[src/rtl/timer_pkg.sv]
// Shared definitions for the timing/peripheral cluster: state encoding and
// timer mode constants used by down_timer and its neighbours.
package timer_pkg;

  localparam logic ST_IDLE = 1'b0;
  localparam logic ST_RUN  = 1'b1;

  localparam logic MODE_ONESHOT  = 1'b0;
  localparam logic MODE_PERIODIC = 1'b1;

  typedef enum logic {
    S_IDLE = ST_IDLE,
    S_RUN  = ST_RUN
  } timer_state_t;

endpackage

[src/rtl/down_timer.sv]
// Programmable down-counting timer: reload register, qualified-tick countdown
// and a registered one-cycle terminal-count pulse, one-shot or periodic.
//
// state  | meaning
// -------+-------------------------------------------------------------
// S_IDLE | not counting; count holds; start with reload=0 pulses tc_o
// S_RUN  | decrement on tick_i; at count=1 emit tc_o, reload or stop
module down_timer
  import timer_pkg::*;
#(
  parameter int BW = 4
) (
  input  logic          clk_i,
  input  logic          rstSync_i,
  input  logic          load_i,
  input  logic [BW-1:0] loadVal_i,
  input  logic          start_i,
  input  logic          stop_i,
  input  logic          tick_i,
  input  logic          mode_i,
  output logic [BW-1:0] count_o,
  output logic          busy_o,
  output logic          tc_o
);

  timer_state_t  state, state_nxt;
  logic [BW-1:0] reload;
  logic [BW-1:0] count, count_nxt;
  logic          tc_nxt;

  always_ff @(posedge clk_i) begin
    if (rstSync_i) begin
      state  <= S_IDLE;
      reload <= '0;
      count  <= '0;
      tc_o   <= 1'b0;
    end else begin
      state <= state_nxt;
      count <= count_nxt;
      tc_o  <= tc_nxt;
      // Reload is updated independently of the stop/start/tick chain.
      if (load_i) reload <= loadVal_i;
    end
  end

  always_comb begin
    state_nxt = state;
    count_nxt = count;
    tc_nxt    = 1'b0;
    if (stop_i) begin
      state_nxt = S_IDLE;
    end else if (start_i) begin
      // A zero reload is an immediate expiry: one pulse, no RUN phase.
      if (reload != '0) begin
        count_nxt = reload;
        state_nxt = S_RUN;
      end else begin
        count_nxt = '0;
        state_nxt = S_IDLE;
        tc_nxt    = 1'b1;
      end
    end else if (state == S_RUN && tick_i) begin
      if (count <= BW'(1)) begin
        tc_nxt = 1'b1;
        if (mode_i == MODE_PERIODIC && reload != '0) begin
          count_nxt = reload;
        end else begin
          count_nxt = '0;
          state_nxt = S_IDLE;
        end
      end else begin
        count_nxt = count - BW'(1);
      end
    end
  end

  assign count_o = count;
  assign busy_o  = (state == S_RUN);

endmodule

[config.mk]
export PLATFORM = sky130hd
export DESIGN_NAME = down_timer
export DESIGN_NICKNAME = d
export VERILOG_FILES = /design/src/rtl/timer_pkg.sv /design/src/rtl/down_timer.sv
export SDC_FILE = /design/constraint.sdc
export NUM_CORES = 1
export LEC_CHECK = 0
export BUFFER_PORTS_ARGS = -buffer_cell sky130_fd_sc_hd__buf_2
export CAP_MARGIN = 20
export CELL_PAD_IN_SITES_DETAIL_PLACEMENT = 1
export CELL_PAD_IN_SITES_GLOBAL_PLACEMENT = 1
export CORE_ASPECT_RATIO = 1.1
export CORE_MARGIN = 3
export CORE_UTILIZATION = 34
export CTS_CLUSTER_DIAMETER = 30
export DETAILED_ROUTE_END_ITERATION = 16
export PLACE_DENSITY_LB_ADDON = 0.1
export SLEW_MARGIN = 0
export SYNTH_ARGS = -nofsm -noshare
export SYNTH_HDL_FRONTEND = slang
export SYNTH_SLANG_ARGS = --single-unit
[constraint.sdc]
create_clock -name clk_i -period 2.1 [get_ports clk_i]
set_input_delay 0.105 -clock clk_i [delete_from_list [all_inputs] [get_ports clk_i]]
set_output_delay 0.105 -clock clk_i [all_outputs]
set_load 0.05 [all_outputs]
==> results.ini <==
[status]
status=finished, final reports clean

[route]
wl_met3_um=76
wl_met2_um=657
ant_nets=0
wl_per_cell_um=14.1
via_count=533
routed_wl_um=1340
drc=0
detail_route.first_pass.iterations=4
detail_route.iter0.violations=3
m1WireLength_um=588
routed.top_layer=met4
vias_per_cell=5.61

[clock_network]
path_clk_slew_ps=70
cts_tree=built
htreeDepth=1
max-clock-path-buffers=2
cts_setup_buffers=0
cts_resized=0
hold_buffers=0
cts.sinks=10
cts_root_buf=clkbuf_4
cts_buffers=3
clk_latency_ps=270

[synthesis]
synth_compound_area_share_pct=22.0
synth_top_family_by_area=simple AND/OR/NAND/NOR gates
yosysTopAreaCellShare_pct=37.4
ys_types=30
yosysTopAreaCell=dfxtp_1
synthTopCellsByCount=10 x dfxtp_1, 9 x nor2_1, 4 x a31oi_1, 4 x mux2i_1
ys_seq_elements=10
synth_edf_count=0
ys_top_cells_by_area=dfxtp_1 37%, mux2i_1 7.5%, nor2_1 6.3%
synthCells=62
yosysWarnings=0
syn_nets=75
syn_avg_cell_area_um2=8.64
syn_area_um2=536
async_flop_share_pct=0
synth_most_common_cell=dfxtp_1
synthMuxAreaShare_pct=7.48
synth_xor_area_share_pct=0
synth_flop_cell=dfxtp_1
yosys.area_share.simple_pct=24.3
synth-adder-area-share_pct=4.67
seq_area_frac_synth_pct=37.4

[pwr]
p_leak_nw=0.295
cellPowerDensity_mw_per_mm2=762
p_sw_w=0.000153
intPower_w=0.000347
ir_drop_mv=0.405
sw_frac_of_total_pct=30.6
combPwrFrac_pct=22.3
pwr-share-clk_pct=35.6
pwr-share-seq_pct=42.1

[cells_and_area]
final_nets=93
antennaDiodeCount=0
fill_cells=173
drive_above_1_share_pct=32.9
syn2layout_area_growth_pct=22.7
fin_cells=95

[die]
rows=14
die_h_um=47.6
design.core.area_mm2=0.00142
io_pins=17
dieArea_mm2=0.00209
initial_core_util_pct=37.7
die_x_um=43.8

[worst_hold_path]
hp-class=in -> reg

[critical_path]
critPathRequiredTime_ps=2250
worstSetupStartpointType=flop
critical_path_buf_inv_count=1
path_cells=inv_1, ha_1, or2_4, a21o_1, a311oi_1, a2111oi_2
crit_slowest_cell=dfxtp_1
crit_type=reg -> reg
path_delay_family=compound AO/OA/AOI/OAI gates
cp_slowest_stage_delay_ps=400
cp_max_fo=6
cp.arrival_ps=1920
cp-end-kind=flop

[timing]
fin_tns_setup_ps=0
fin_crit_ps=1770
slew_headroom_pct=78.2
hold_violations=0
min_period_over_period_pct=84.5
setup_viol=0
drv_slew=0
fin_skew_ps=7.09
fmax_mhz=563
grt_setup_unrepaired=no
tightestPinTransition_ps=324

[placement]
place_hpwl_um=1060
gp_congestion=0.753
io_buffers=16
place_inst=91

[global_route]
gr-total-overflow=0
grt_pass1_vias=519
grt.total_usage_pct=15.8
grt_pass1_wl_um=2330
grt_max_degree=11
antenna_found_initial=0

[flow_run]
maxCapViolations=0

==> path summary, 6_finish.rpt <==
check / startpoint / to / slack, ps / depth (start not counted)
max: count_o[0]$_SDFFE_PP0P_ / count_o[3]$_SDFFE_PP0P_ / 330 / 6
min reg2reg: reload[0]$_SDFFE_PP0P_ / count_o[0]$_SDFFE_PP0P_ / 510 / 2
min: stop_i / busy_o$_SDFFE_PP0P_ / 50 / 2
max reg2reg: count_o[0]$_SDFFE_PP0P_ / count_o[3]$_SDFFE_PP0P_ / 330 / 6
==> power groups by stage <==
| stage | Sequential, W | Combinational (W) | Clock (W) |
|---|---|---|---|
| floorplan | 0.000235 | 0.0000626 | 0 |
| CTS | 0.000211 | 0.000113 | 0.000184 |
| finish | 0.000211 | 0.000112 | 0.000178 |
| detailed placement | 0.000216 | 0.000112 | 0 |
| global route | 0.000213 | 0.000125 | 0.000198 |
| global placement | 0.000215 | 0.000111 | 0 |
==> stage by stage <==
stage / setup slack (ps) / area (µm²) / utilization (%) / hold slack, ps / total power (W)
6_report: 325 / 657 / 46.3 / 54.0 / 0.000501
5_1_grt: 205 / 657 / 46.3 / 53.2 / 0.000536
4_1_cts: 311 / 657 / 46.3 / 47.0 / 0.000507
3_5_place_dp: 323 / 621 / 43.7 / 335 / 0.000327
3_3_place_gp: 414 / 621 / 43.7 / 329 / 0.000325
2_1_floorplan: 111 / 536 / - / 183 / 0.000297
==> per-layer routing <==
layer  GRT usage, %  vias up
met4           5.42        0
li1               -      262
met5              0        -
met1           18.2      254
met3           6.77        2
met2           26.5       15
==> cell families (layout without fill, tap and decap cells) <==
kind of cell | Yosys count | in the layout
DFF | 10 | 10
buffers and inverters | 5 | 22
and+or+nand+nor | 25 | 25
AOI/OAI and AO/OA | 16 | 16
muxes | 4 | 4
adders and majority gates | 2 | 2
==> cell usage in the layout, fill, tap and decap left out, drive strengths merged <==
master and n:
a2111oi 1, a211oi 1, a21o 1, a21oi 3, a221oi 1, a311oi 1, a31oi 4, and2 1
and3 1, buf 16, clkbuf 4, dfxtp 10, ha 2, inv 2, mux2i 4, nand2 3
nand3 1, nand4 1, nor2 10, nor2b 1, nor3 1, nor4b 1, o21ai 3, o31a 1
or2 3, or3 1, or4 1
==> sequential cells by signal, summed over array words and instances (netlist names) <==
signal   cells
count_o      4
reload       4
busy_o       1
tc_o         1
==> area by class of cell <==
cell class              instances  area [µm²]  share of cell area (%)
repair buffers                 16        80.1                    12.2
multi-input cells              47         313                    47.6
inverters                       2        7.51                    1.14
clock buffers                   4        36.3                    5.52
well taps                      16        20.0                    3.05
flip-flops and latches         10         200                    30.5
Power figures use the tool's default switching activity.
